<file path="src/rtl/if_row_feeder_pkg.sv">
// if_feeder_pkg: shared definitions for the IF row feeder.
//   - IF_SCRATCH_WIDTH : data bits per ifmap word
//   - CNT_W            : width of the row-length / row-count configuration
//   - TAG_W, SOR_BIT, EOR_BIT : layout of the tagged IF buffer word {sor, eor, data}
//   - state_t          : feeder FSM states
package if_feeder_pkg;

  localparam int IF_SCRATCH_WIDTH = 16;
  localparam int CNT_W            = 8;
  localparam int TAG_W            = 2;
  localparam int SOR_BIT          = IF_SCRATCH_WIDTH + 1;
  localparam int EOR_BIT          = IF_SCRATCH_WIDTH;
  localparam int STALL_W          = 16;

  typedef enum logic [1:0] {
    IDLE   = 2'd0,
    STREAM = 2'd1,
    DONE   = 2'd2
  } state_t;

endpackage

</file>
<file path="src/rtl/if_row_feeder_if.sv">
// if_row_feeder_if: upstream word stream into the feeder (valid/ready).
//   s_valid : upstream word valid       (master -> slave)
//   s_data  : upstream ifmap word       (master -> slave)
//   s_ready : feeder accepts this cycle (slave -> master)
interface if_row_feeder_if #(
  parameter int DATA_W = if_feeder_pkg::IF_SCRATCH_WIDTH
);
  logic              s_valid;
  logic [DATA_W-1:0] s_data;
  logic              s_ready;

  modport master (output s_valid, output s_data, input s_ready);
  modport slave  (input s_valid, input s_data, output s_ready);
endinterface

</file>
<file path="src/rtl/if_row_feeder.sv">
// if_row_feeder: frames a plain ifmap word stream into rows and writes
// {sor, eor, data} tagged words into the IF input FIFO.
//
// Ports:
//   clk, rst            : clock (rising edge), async active-low reset
//   start               : one-cycle frame start, latches row_len/num_rows
//   row_len, num_rows   : frame geometry (words per row, rows per frame)
//   s                   : upstream valid/ready word stream (slave side)
//   IF_full             : IF buffer full
//   IF_wen, IF_din      : IF buffer write port, combinational pass-through
//   busy, done, cfg_err : status (done / cfg_err are one-cycle pulses)
//   stall_cnt           : cycles the stream stalled on IF_full
//
// Build option: define IF_FEEDER_STATS_EN to build the saturating stall
// counter; otherwise stall_cnt is tied to zero.
//
// state  | meaning
// IDLE   | waiting for a valid start
// STREAM | passing words through, counting col/row
// DONE   | one-cycle done pulse after the final word
module if_row_feeder
  import if_feeder_pkg::*;
(
  input  logic                                clk,
  input  logic                                rst,
  input  logic                                start,
  input  logic [CNT_W-1:0]                    row_len,
  input  logic [CNT_W-1:0]                    num_rows,
  if_row_feeder_if.slave                      s,
  input  logic                                IF_full,
  output logic                                IF_wen,
  output logic [IF_SCRATCH_WIDTH+TAG_W-1:0]   IF_din,
  output logic                                busy,
  output logic                                done,
  output logic                                cfg_err,
  output logic [STALL_W-1:0]                  stall_cnt
);

  state_t           state_q, state_d;
  logic [CNT_W-1:0] len_q, rows_q, col_q, row_q;
  logic             cfg_ok, accept_start, ready, xfer, last_col, last_row;

  assign cfg_ok       = (row_len != '0) && (num_rows != '0);
  assign accept_start = (state_q == IDLE) && start && cfg_ok;

  assign ready    = (state_q == STREAM) && !IF_full;
  assign xfer     = s.s_valid && ready;
  // len_q/rows_q are never zero outside IDLE, so the subtraction cannot wrap.
  assign last_col = (col_q == len_q - CNT_W'(1));
  assign last_row = (row_q == rows_q - CNT_W'(1));

  assign s.s_ready = ready;
  assign IF_wen    = xfer;
  assign busy      = (state_q != IDLE);
  assign done      = (state_q == DONE);

  always_ff @(posedge clk or negedge rst) begin
    if (!rst) state_q <= IDLE;
    else      state_q <= state_d;
  end

  always_comb begin
    state_d = state_q;
    cfg_err = 1'b0;
    case (state_q)
      IDLE: begin
        if (start) begin
          if (cfg_ok) state_d = STREAM;
          else        cfg_err = 1'b1;
        end
      end
      STREAM: begin
        if (xfer && last_col && last_row) state_d = DONE;
      end
      DONE:    state_d = IDLE;
      default: state_d = IDLE;
    endcase
  end

  always_ff @(posedge clk or negedge rst) begin
    if (!rst) begin
      len_q  <= '0;
      rows_q <= '0;
      col_q  <= '0;
      row_q  <= '0;
    end else if (accept_start) begin
      len_q  <= row_len;
      rows_q <= num_rows;
      col_q  <= '0;
      row_q  <= '0;
    end else if (xfer) begin
      if (last_col) begin
        col_q <= '0;
        row_q <= row_q + CNT_W'(1);
      end else begin
        col_q <= col_q + CNT_W'(1);
      end
    end
  end

  // Data is gated by the write so IF_din reads as zero whenever nothing is
  // being written, including during reset.
  always_comb begin
    IF_din = '0;
    if (xfer) begin
      IF_din[SOR_BIT]                = (col_q == '0);
      IF_din[EOR_BIT]                = last_col;
      IF_din[IF_SCRATCH_WIDTH-1:0]   = s.s_data;
    end
  end

`ifdef IF_FEEDER_STATS_EN
  logic [STALL_W-1:0] stall_q;

  always_ff @(posedge clk or negedge rst) begin
    if (!rst) begin
      stall_q <= '0;
    end else if (accept_start) begin
      stall_q <= '0;
    end else if ((state_q == STREAM) && s.s_valid && IF_full && (stall_q != '1)) begin
      stall_q <= stall_q + STALL_W'(1);
    end
  end

  assign stall_cnt = stall_q;
`else
  assign stall_cnt = '0;
`endif

endmodule

</file>
<file path="src/flat_wrapper.sv">
// flat-port wrapper written by rule: the top's interface ports become plain ports
module if_row_feeder_flat import if_feeder_pkg::*;
  (clk, rst, start, row_len, num_rows, IF_full, IF_wen, IF_din, busy, done, cfg_err, stall_cnt, s_s_valid, s_s_data, s_s_ready);
  if_row_feeder_if #(.DATA_W(IF_SCRATCH_WIDTH)) s_i ();
  input  logic clk;
  input  logic rst;
  input  logic start;
  input  logic [CNT_W-1:0] row_len;
  input  logic [CNT_W-1:0] num_rows;
  input  logic IF_full;
  output logic IF_wen;
  output logic [IF_SCRATCH_WIDTH+TAG_W-1:0] IF_din;
  output logic busy;
  output logic done;
  output logic cfg_err;
  output logic [STALL_W-1:0] stall_cnt;
  input wire logic [$bits(s_i.s_valid)-1:0] s_s_valid;
  input wire logic [$bits(s_i.s_data)-1:0] s_s_data;
  output wire logic [$bits(s_i.s_ready)-1:0] s_s_ready;
  assign s_i.s_valid = s_s_valid;
  assign s_i.s_data = s_s_data;
  assign s_s_ready = s_i.s_ready;
  if_row_feeder u_core (.clk(clk), .rst(rst), .start(start), .row_len(row_len), .num_rows(num_rows), .s(s_i), .IF_full(IF_full), .IF_wen(IF_wen), .IF_din(IF_din), .busy(busy), .done(done), .cfg_err(cfg_err), .stall_cnt(stall_cnt));
endmodule
</file>
<file path="config.mk">
export PLATFORM = sky130hd
export DESIGN_NAME = if_row_feeder_flat
export DESIGN_NICKNAME = d
export VERILOG_FILES = /design/src/rtl/if_row_feeder_pkg.sv /design/src/rtl/if_row_feeder_if.sv /design/src/rtl/if_row_feeder.sv /design/src/flat_wrapper.sv
export SDC_FILE = /design/constraint.sdc
export NUM_CORES = 1
export LEC_CHECK = 0
export BUFFER_PORTS_ARGS = -buffer_cell sky130_fd_sc_hd__buf_2
export CAP_MARGIN = 0
export CORE_UTILIZATION = 40
export DETAILED_ROUTE_END_ITERATION = 8
export GPL_TIMING_DRIVEN = 0
export HOLD_SLACK_MARGIN = 0.1
export PLACE_DENSITY_LB_ADDON = 0.08
export SETUP_SLACK_MARGIN = 0.4
export SYNTH_ARGS = -nofsm -noshare
export SYNTH_HDL_FRONTEND = slang
export SYNTH_SLANG_ARGS = --single-unit
</file>
<file path="constraint.sdc">
create_clock -name clk -period 5.8 [get_ports clk]
set_input_delay 0.58 -clock clk [delete_from_list [all_inputs] [get_ports clk]]
set_output_delay 0.58 -clock clk [all_outputs]
set_load 0.03 [all_outputs]
</file>
==> flow_summary.ini <==
[worst_setup_path]
cp.arrival_ns = 2.87
crit_path_end_kind = output pin
cp_data_required_time_ns = 5.22
crit_slowest_cell = or4_4
worstPathBufferInverterCount = 4
r2r_cells = 9
cp_top_family = simple AND/OR/NAND/NOR gates
reg2reg_slack_ns = 3.06
worstPathCellList = inv_1 -> ha_1 -> or2b_1 -> or4_4 -> a211oi_2 -> nand4_2 -> clkbuf_1 -> inv_1 -> buf_2
timing.rr.start = u_core.len_q[0]
path_max_fanout = 10
cp-start-kind = register
cp_common_cell = inv_1
r2r_end = u_core.row_q[6]
critPathKind = reg2out
slowest_delay_ns = 0.48

[die]
core_sq_um = 5473
rows = 27
ioPinCount = 76
chipWidth_um = 77.20
initial_core_util_pct = 41.34
die_area_sq_um = 5960
die_h_um = 77.20

[power]
power.density_nw_per_um2 = 220.9
total_power_uw = 614.0
ir_worst_vdd_mv = 0.1149
p_leak_uw = 0.001470

[final_layout]
register_area_sq_um = 850.8
area_delta_synth_final_pct = 22.90
drive_gt1_share_pct = 23.94
antenna_cells = 0
fin_cells = 427
multi_input_area_sq_um = 1261
num-nets-final = 397
nFillCells = 570

[route]
wire_per_inst_um = 12.19
drtAntennaViolNets = 0
drtIter0Drc = 107
wl_mm = 5.205
vias = 2094
first_pass_iters = 4
vias_per_cell = 4.904
route.detailed.drc = 0

[cts]
clkLatencyLatePin_ns = 0.28
cts_hold_buffers = 0
post_cts_buffers = 0
post_cts_resized = 0
clkTransAtPathRegs_ns = 0.07
htreeDepth = 2
numCtsBuffers = 5
cts.path.max_buffers = 2
clkSinkCount = 34
cts_root_buffer = clkbuf_8
cts_tree = yes

[logic_synthesis]
synth_top_area_share_pct = 37.61
yosysMostFrequentCell = nand2_1
synth.top_cells.by_area = dfrtp_1 38%, nand2_1 7.8%, xnor2_1 5.8%
synth_ff_type = dfrtp_1
synthArstFlopShare_pct = 100.0
synth_edf_count = 0
syn-instance-count = 274
yosysSeqAreaShare_pct = 37.61
ys_ff_latch = 34
synth_top_cell_by_area = dfrtp_1
synth_warnings = 0
syn_area_per_cell_sq_um = 8.256
synth.distinct_cells = 44
synthesis.area_sq_um = 2262
ys_top_cells_by_count = 47 x nand2_1, 34 x dfrtp_1, 20 x and3_1

[place]
dp_cells = 420
io_buffer_count = 59
place_congestion = 0.7372
dp_hpwl_mm = 3.945

[timing]
rsz0062_at_grt = no
max-slew-margin-rel_pct = 48.42
setup_viol = 0
slew_violations = 0
hold_viol = 0
post-route-min-period_ns = 3.452
fin_crit_sh_pct = 59.52
fin_tns_setup_ns = 0
fmax_mhz = 289.7
finalClockSkew_ns = 0.005067
worst-slew-pin-transition_ns = 0.7738

[global_routing]
antenna_found_initial = 0
grt-ovfl-total = 0
grt_pass1_wl_mm = 8.790
grt_start_max_net_pins = 35
grt_pass1_vias = 1934
grt_use_total_pct = 18.58

[hold_path]
hp-class = in2async

[run_status]
status = finished, final reports clean

[run]
max-cap-violations = 0
-- layer usage --
layer	vias up	wire length [um]	global-route usage (%)	part of all wire (%)
met3	6	166	3.929	3.2
met4	0	61	6.792	1.2
met1	982	2355	22.54	45
li1	1073	-	-	-
met5	-	0	0	0
met2	33	2621	32.12	50
-- worst max path at each step --
stage / start / slack (ns) / endpoint / cells past startpoint
finish: u_core.len_q[0] / 2.35 / IF_din[16] / 9
floorplan: u_core.len_q[0] / 2.95 / IF_din[16] / 8
CTS: u_core.len_q[0] / 2.31 / IF_din[16] / 9
detailed placement: u_core.len_q[0] / 2.62 / IF_din[16] / 9
global placement: u_core.len_q[0] / 2.64 / IF_din[16] / 9
global route: u_core.len_q[0] / 2.15 / IF_din[16] / 9
-- cell families after synthesis --
logic type,count (synthesis),share of synthesized area [%]
buffers and inverters,39,9.127
xor gates and xnor gates,22,8.518
other,1,0.1658
adders and majority gates,6,3.208
AOI/OAI and AO/OA,39,10.57
DFF,34,37.61
and+or+nand+nor,132,30.37
muxes,1,0.4425
-- sequential cells by signal, summed over array words and instances (netlist names) --
register and count:
u_core.state_q 2, u_core.col_q 8, u_core.row_q 8, u_core.rows_q 8, u_core.len_q 8
-- final cells by class --
cell class | instances | area share [%]
tap | 72 | 3.240
clock buffer | 7 | 2.745
timing repair buffer | 59 | 10.62
sequential | 34 | 30.60
multi-input combinational | 216 | 45.36
buffer | 26 | 5.671
inverter | 13 | 1.755
-- cells in the final DEF (no fill, tap or decap), types with 10 or more instances in the layout --
master and n:
buf_2 59, nand2_1 47, dfrtp_1 34, and3_1 20
buf_4 16, conb_1 16, xnor2_1 15, o21ai_0 15
inv_1 13, nor2_1 12, clkbuf_1 12, a21oi_1 12
nand3_1 10
-- worst reg2reg max path: stages, from the launching register on --
cell and delay, ns:
dfrtp_1 0.41, inv_1 0.08, ha_1 0.20, or2b_1 0.28, or4_4 0.48, a211oi_2 0.28
nand4_2 0.28, clkbuf_1 0.29, o21ai_0 0.21, a21oi_1 0.09
-- where the power goes --
group / internal (uW) / switching [uW] / leakage, uW / total, uW
sequential: 258 / 28.4 / 0.000434 / 287
combinational: 67.5 / 92.3 / 0.000998 / 160
clock: 82.7 / 85.0 / 0.0000383 / 168
-- metrics by stage --
step                      setup WS [ns]  utilization, %  area (sq um)  hold WS [ns]
final                             2.348           50.80          2780        0.3637
after global routing              2.150           50.80          2780        0.4417
after CTS                         2.313           50.80          2780        0.3914
after detailed placement          2.621           49.41          2704        0.5045
after global placement            2.637           49.41          2704        0.4869
after floorplan                   2.949               -          2318        0.2844
(Power assumes the default switching activity.)
